[config.mk]
export PLATFORM = sky130hd
export DESIGN_NAME = elelock_ctrl
export DESIGN_NICKNAME = d
export VERILOG_FILES = /design/src/rtl/elelock_ctrl.sv
export SDC_FILE = /design/constraint.sdc
export NUM_CORES = 1
export LEC_CHECK = 0
export CAP_MARGIN = 20
export CELL_PAD_IN_SITES_DETAIL_PLACEMENT = 1
export CELL_PAD_IN_SITES_GLOBAL_PLACEMENT = 1
export CORE_MARGIN = 2
export CORE_UTILIZATION = 48
export CTS_CLUSTER_SIZE = 10
export DETAILED_ROUTE_END_ITERATION = 8
export PLACE_DENSITY = 0.89
export SYNTH_ARGS = -nofsm -noshare
export SYNTH_HDL_FRONTEND = slang
export SYNTH_SLANG_ARGS = --single-unit
[constraint.sdc]
create_clock -name ck -period 7.9 [get_ports ck]
set_clock_uncertainty 0.1 [all_clocks]
set_input_delay 0.79 -clock ck [delete_from_list [all_inputs] [get_ports ck]]
set_output_delay 0.79 -clock ck [all_outputs]
set_load 0.05 [all_outputs]
[src/rtl/elelock_ctrl.sv]
// rtl/elelock_ctrl.sv - ten-key electronic lock controller with code change and lockout
module elelock_ctrl #(
    parameter logic [15:0] DEFAULT_CODE = 16'h9634,
    parameter int          MAX_FAIL     = 3,
    parameter int          LOCKOUT_CYC  = 16
) (
    input  logic       ck,
    input  logic       reset,
    input  logic [9:0] tenkey,
    input  logic       enter,
    input  logic       set,
    input  logic       close,
    output logic       lock,
    output logic       lockout,
    output logic       setting,
    output logic [1:0] fail_cnt,
    output logic [2:0] digit_cnt
);

    typedef enum logic [1:0] {
        LOCKED   = 2'd0,
        UNLOCKED = 2'd1,
        SETCODE  = 2'd2,
        LOCKOUT  = 2'd3
    } state_t;

    localparam logic [15:0] TIMER_LOAD = 16'(LOCKOUT_CYC - 1);
    localparam logic [2:0]  FAIL_LIMIT = 3'(MAX_FAIL);

    state_t      state, state_d;
    logic [15:0] code_buf, code_buf_d;
    logic [15:0] code, code_d;
    logic [15:0] timer, timer_d;
    logic [2:0]  digit_cnt_d;
    logic [1:0]  fail_cnt_d;
    logic        lock_d, lockout_d, setting_d;

    logic [9:0]  prev_key;
    logic        prev_enter, prev_set;

    logic        key_onehot, digit_press, enter_press, set_press;
    logic [3:0]  digit;
    logic [15:0] shifted_buf;
    logic [2:0]  shifted_cnt;
    logic [2:0]  fail_inc;

    // Press detection: a single key from an all-released keypad, or a rising level.
    always_comb begin
        digit = 4'd0;
        for (int i = 0; i < 10; i++) begin
            if (tenkey[i]) digit = 4'(i);
        end
    end

    assign key_onehot  = (tenkey != 10'd0) && ((tenkey & (tenkey - 10'd1)) == 10'd0);
    assign digit_press = (prev_key == 10'd0) && key_onehot;
    assign enter_press = enter && !prev_enter;
    assign set_press   = set && !prev_set;
    assign shifted_buf = {code_buf[11:0], digit};
    assign shifted_cnt = (digit_cnt == 3'd4) ? 3'd4 : digit_cnt + 3'd1;
    assign fail_inc    = {1'b0, fail_cnt} + 3'd1;

    always_ff @(posedge ck) begin
        if (reset) begin
            state      <= LOCKED;
            code_buf   <= 16'h0000;
            code       <= DEFAULT_CODE;
            timer      <= 16'h0000;
            digit_cnt  <= 3'd0;
            fail_cnt   <= 2'd0;
            lock       <= 1'b1;
            lockout    <= 1'b0;
            setting    <= 1'b0;
            prev_key   <= 10'd0;
            prev_enter <= 1'b0;
            prev_set   <= 1'b0;
        end else begin
            state      <= state_d;
            code_buf   <= code_buf_d;
            code       <= code_d;
            timer      <= timer_d;
            digit_cnt  <= digit_cnt_d;
            fail_cnt   <= fail_cnt_d;
            lock       <= lock_d;
            lockout    <= lockout_d;
            setting    <= setting_d;
            prev_key   <= tenkey;
            prev_enter <= enter;
            prev_set   <= set;
        end
    end

    always_comb begin
        state_d     = state;
        code_buf_d  = code_buf;
        code_d      = code;
        timer_d     = timer;
        digit_cnt_d = digit_cnt;
        fail_cnt_d  = fail_cnt;
        case (state)
            LOCKED: begin
                if (digit_press) begin
                    code_buf_d  = shifted_buf;
                    digit_cnt_d = shifted_cnt;
                end
                // Enter judges the buffer including a digit pressed in the same cycle.
                if (enter_press) begin
                    if (digit_cnt_d == 3'd4 && code_buf_d == code) begin
                        state_d    = UNLOCKED;
                        fail_cnt_d = 2'd0;
                    end else begin
                        fail_cnt_d = fail_inc[1:0];
                        if (fail_inc == FAIL_LIMIT) begin
                            state_d = LOCKOUT;
                            timer_d = TIMER_LOAD;
                        end
                    end
                    code_buf_d  = 16'h0000;
                    digit_cnt_d = 3'd0;
                end
            end
            UNLOCKED: begin
                if (close) begin
                    state_d     = LOCKED;
                    code_buf_d  = 16'h0000;
                    digit_cnt_d = 3'd0;
                end else if (set_press) begin
                    state_d     = SETCODE;
                    code_buf_d  = 16'h0000;
                    digit_cnt_d = 3'd0;
                end
            end
            SETCODE: begin
                if (close) begin
                    state_d     = LOCKED;
                    code_buf_d  = 16'h0000;
                    digit_cnt_d = 3'd0;
                end else begin
                    if (digit_press) begin
                        code_buf_d  = shifted_buf;
                        digit_cnt_d = shifted_cnt;
                    end
                    if (enter_press) begin
                        if (digit_cnt_d == 3'd4) code_d = code_buf_d;
                        state_d     = UNLOCKED;
                        code_buf_d  = 16'h0000;
                        digit_cnt_d = 3'd0;
                    end
                end
            end
            LOCKOUT: begin
                // Timer is loaded with LOCKOUT_CYC-1 so the state lasts LOCKOUT_CYC cycles.
                if (timer == 16'h0000) begin
                    state_d    = LOCKED;
                    fail_cnt_d = 2'd0;
                end else begin
                    timer_d = timer - 16'h0001;
                end
            end
            default: state_d = LOCKED;
        endcase
    end

    // Decoded from the next state so the flags are registered alongside it.
    always_comb begin
        lock_d    = (state_d == LOCKED) || (state_d == LOCKOUT);
        lockout_d = (state_d == LOCKOUT);
        setting_d = (state_d == SETCODE);
    end

endmodule

# == Word-level counts from Yosys, hierarchy flattened ==
# Index checks and enable logic that the tools add are counted.
# op_classes
addsub,4
multipliers,0
div_mod_pow,0
magnitude_cmp,0
n_eq_ne,16
shift,0
n_mux,46
n_bitwise,2
n_reduce_logical,20
# op_table
operator,n
two-way mux 16 bit,11
case mux 16 bit (3 select lines),1
two-way mux 4 bit,8
case mux 16 bit (2 select lines),1
two-way mux 3 bit,10
two-way mux 2 bit,11
zero test 10 bit,2
== test 16 bit,1
zero test 16 bit,1
"subtractor 16 x 1 -> 16 bit, second input constant",1
bitwise AND 10 bit,1
"inequality test 2 bit, second input constant",5
nonzero test 10 bit,1
"subtractor 10 x 1 -> 10 bit, second input constant",1
"== test 3 bit, second input constant",3
case mux 3 bit (3 select lines),1
"== test 2 bit, second input constant",4
case mux 2 bit (4 select lines),1
logical AND 1 bit,5
AND reduction 5 bit,1
zero test 2 bit,2
case mux 2 bit (2 select lines),1
AND reduction 4 bit,1
"adder 2 x 1 -> 3 bit, second input constant",1
12 further kinds,13
# totals
reg_bits,70
latchBits,0
ram_bits,0
rom_bits,0
out_inout_bits,8
wordCells,100
memories,0

# == Longest topological paths before layout ==
# depth
depth_word,18
depth_mapped,14
mapped_depth_nobuf,12

# == Least setup slack after synthesis ==
# Ideal clock, no wire load.
# synth_timing
path_kind,input-to-reg
from,in tenkey[7]
to,reg lock
setup_ns,0.123
arrival_time_ns,3.783
required_time_ns,7.677
setup_slack_ns,3.894
stages,12
path_buffers,2
cell_sequence,clkbuf_1 or4_1 or3_1 a31oi_4 and2_1 buf_2 mux2_2 nor4_4 nor4_1 a211o_1 ha_1 or2_2
# synth_between
elab_chain_cells,14
word_cells_on_any_way,22
classes_between,1 x add/sub; 3 x eq/ne; 10 x mux; 1 x bitwise; 7 x reduce/logical
# synth_lines
item,line,text
"start, declared",9,"input logic [9:0] tenkey,"
subtractor 10 x 1 -> 10 bit,55,assign key_onehot = (tenkey != 10'd0) && ((tenkey & (tenkey - 10'd1)) == 10'd0);
bitwise AND 10 bit,55,
zero test 10 bit,55,
logical AND 1 bit,55,
logical AND 1 bit,56,assign digit_press = (prev_key == 10'd0) && key_onehot;
two-way mux 16 bit or two-way mux 3 bit (tied branches),102,if (digit_press) begin
two-way mux 16 bit or two-way mux 3 bit (tied branches),100,case (state)
== test 16 bit or == test 3 bit (tied branches),108,if (digit_cnt_d == 3'd4 && code_buf_d == code) begin
logical AND 1 bit *,108,
two-way mux 2 bit *,108,
two-way mux 2 bit *,107,if (enter_press) begin
case mux 2 bit (4 select lines) *,100,
== test 2 bit or zero test 2 bit (tied branches),166,lock_d = (state_d == LOCKED) || (state_d == LOCKOUT);
logical OR 1 bit *,166,
via lock_d,36,"logic lock_d, lockout_d, setting_d;"
"end signal, assigned",84,lock <= lock_d;
"end, declared",13,"output logic lock,"
# The timed path passes the listed nets; every way through them passes the cells marked *. The select of a mux whose other input is x is not followed.
# A chain may end at the register's enable or synchronous reset.

# == Worst setup path in the final report ==
# layout_timing
from,in tenkey[2]
to,reg lock
# layout_between
elab_chain_cells,17
word_cells_on_any_way,27
classes_between,1 x add/sub; 3 x eq/ne; 15 x mux; 1 x bitwise; 7 x reduce/logical
# layout_lines
item,line
"parallel branches: the longest is 11 deep, another holds subtractor 10 x 1 -> 10 bit",n/a
logical AND 1 bit *,108
two-way mux 2 bit *,108
two-way mux 2 bit *,107
case mux 2 bit (4 select lines) *,100
== test 2 bit or zero test 2 bit (tied branches),166
logical OR 1 bit *,166
via lock_d,36
# Mark *: on every way through the listed nets, which the timed path passes. The select of a mux whose other input is x is not followed.

==> summary.md <==
| Metric | Value |
|---|---|
| Unrepaired setup endpoints after global routing | false |
| Main combinational cell family by area after synthesis | compound AO/OA/AOI/OAI gates |
| Seq/Total Area, Yosys | 35.09% |
| Syn-to-layout area delta | 10.71% |
| Core area | 0.008134 mm^2 |
| Slew margin rel. | 48.08% |
| Postcts setup bufs | 0 |
| Worst Path Required | roughly 8.1 ns |
| Vias post-DR | 3745 |
| Final instance area | 0.004422 mm^2 |
| Synth cell types | ~70 |
| MaxCap Viol Count | 0 |
| Largest net degree at the start of global routing | 75 |
| WHS | 0.3915 ns |
| Synth top area share | 35.09% |
| Min cycle time layout | 4.635 ns |
| Synth warn | 0 |
| Fraction of registers with async set/reset | 0% |
| # IOs | 23 |
| DIE HEIGHT | 95.22 um |
| Dpl hpwl | 7958 um |
| Wirelength per Cell | 17.97 um |
| Net count after synthesis | 527 |
| Leading area contributor after synthesis | dfxtp_1 |
| Post-DP Area | between 0.004 and 0.005 mm^2 |
| Starting density of the core | between 40 and 50% |
| Die Area | slightly above 0.009 mm^2 |
| Fillers | roughly 1000 |
| Power Density | 156.9 mW/mm^2 |
| # DRC | 0 |
| Num rows | 33 |
| Final setup fails | 0 |
| TritonCTS buffer count | 9 |
| Root Driver | clkbuf_8 |
| # hold bufs at CTS | 0 |
| Htree depth | 3 |
| Synthesized area | between 0.003 and 0.004 mm^2 |
| DR pass1 iterations | 4 |
| Synthesized-area fraction occupied by adder cells | 3.133% |
| Synth area leaders | dfxtp_1 (35%), nor2_1 (6.1%), a211o_1 (4.4%), inv_1 (3.9%), a22oi_1 (3.6%) |
| Die Width | 95.22 um |
| Crit. End Element | register |
| Post-synth EDFFs | 0 |
| Routed WL | 11140 um |
| Leakage | 0.001503 uW |
| Worst Path Arrival | 4.78 ns |
| WS Path Type | in -> reg |
| # port buffers | 22 |
| Mux share of post-synthesis cell area | 0.5326% |
| Final Wtd Congestion | ~0.86 |
| # resized after CTS | 0 |
| Final hold violations | 0 |
| Congestion Overflow GR | 0 |
| Deepest clock path buffer count | 2 |
| Vias in the first global route | 3749 |
| Setup TNS | 0 ns |
| Final worst-path cycle share | 58.67% |
| NumNets Final | between 500 and 600 |
| TritonCTS Sinks | 70 |
| Slew Viols, Final | 0 |
| Synth Area in Simple Gates | 24.56% |
| Share of cells above drive strength 1 | under 10% |
| Worst-Skew Late Latency | 0.36 ns |
| Post-synthesis compound-gate area fraction | 26.47% |
| Initial DRC Count | around 180 |
| Status | completed |
| Most common flop cell mapped by yosys | dfxtp_1 |
| First-pass GRT wire length | 18310 um |
| Vias/cell | 6.040 |
| Critical path fanouts, max | 35 |
| Max frequency | between 200 and 250 MHz |
| Slew @ Worst Pin | ~0.77 ns |
| Synth Register Bits | 70 |
| Initial antenna violation count | 0 |
| Post-Syn Instances | 502 |
| Post-synthesis xor/xnor area fraction | 3.070% |
| TritonCTS clock tree | built |
| Syn Area/Cell | 7.956 um^2 |
| Antenna-violating nets left | 0 |
| Pwr Total | 693.9 uW |
| CP startpoint kind | input pin |
| Min-Delay Path Class | reg -> reg |
| Worst VDD drop | 0.07372 mV |
| Gr usage total | 25.85% |
| Worst-path clk slew | ~0.080 ns |
| Antenna Diode Count | 0 |
synth_stat cells, drive strengths merged, types with 13 or more instances:
library cell,count
inv,42
nor3,13
nor2b,19
a22oi,19
dfxtp,70
o21ai,23
a21oi,20
nor2,65
clkbuf,25
a211o,20
nand2,29
registers in the layout (all words and copies together), names as in the netlist:
register and flops:
lock 1, code 16, setting 1, timer 16
code_buf 16, fail_cnt 2, digit_cnt 3, state 2
prev_set 1, prev_enter 1, prev_key 10, lockout 1
kinds of logic (layout without fill, tap and decap cells):
group	count (synthesis)	count (layout)
AND/OR/NAND/NOR	189	189
AO/OA/AOI/OAI	144	144
buffers and inverters	73	86
flip-flops	70	70
XOR/XNOR	14	14
adder cells (fa/ha/maj)	10	10
multiplexers	2	2
power by group:
group          internal [uW]  switching (uW)
logic                   24.4            45.0
clock network            121             142
registers                358            3.05
placed cells by master, fill, tap and decap left out, drive strengths merged, types with 3 or more instances in the layout:
cell,n
dfxtp,70
o221ai,3
o21ai,23
a211oi,11
o22ai,3
a21oi,20
xnor2,11
o31ai,7
inv,42
nand4,9
a22oi,19
o2111ai,3
or2,4
nand3,10
ha,10
a311oi,8
a31oi,3
o21bai,3
or3,6
nand2,29
clkdlybuf4s50,21
clkbuf,12
nor3,13
nor4,7
clkinv,4
or4,6
o41ai,3
a22o,3
buf,6
nor2b,19
nand2b,8
a211o,20
nor2,65
xor2,3
worst max-delay path, cell delays in order:
cell and delay (ns):
clkdlybuf4s50_1 0.51, or4_1 0.59, or3_1 0.39, a31oi_4 0.28, and2_1 0.17, buf_4 0.33
mux2_2 0.41, nor4_4 0.33, nor4_1 0.10, a211o_1 0.29, ha_1 0.31, or2_2 0.28
per-layer routing:
metal  wire length, um  vias up  share of wire [%]  global-route usage, %
met4               142        0                1.3                  6.280
met2              5556       55                 50                  44.19
met1              5075     1844                 46                  33.15
met3               367       12                3.3                  5.613
met5                 0        -                  0                      0
li1                  -     1834                  -                      -
area by class of cell:
cell class,count,area [um^2],share of cell area [%]
multi-input combinational,359,2307,52.18
sequential,70,1401,31.69
timing repair buffer,27,252.7,5.716
inverter,43,161.4,3.650
clock buffer,12,145.1,3.282
tap,105,131.4,2.971
clock inverter,4,22.52,0.5093
through the flow:
stage          instances  setup WS (ns)  utilization (%)
6_report             620          3.265            54.36
3_5_place_dp         604          2.931            52.30
3_3_place_gp         604          3.085            52.30
5_1_grt              620          3.078            54.36
2_1_floorplan        502          3.894                -
4_1_cts              620          3.290            54.36
worst paths after layout:
| path | startpoint | to | slack (ns) | cells after the start |
|---|---|---|---|---|
| setup / recovery | tenkey[2] | lock$_SDFF_PP1_ | 3.27 | 12 |
| hold / removal | code[5]$_SDFFE_PP1P_ | code[5]$_SDFFE_PP1P_ | 0.39 | 1 |
| setup reg to reg | timer[0]$_SDFFE_PP0P_ | lock$_SDFF_PP1_ | 3.92 | 11 |
| hold reg to reg | code[5]$_SDFFE_PP1P_ | code[5]$_SDFFE_PP1P_ | 0.39 | 1 |
(Power assumes the default switching activity.)
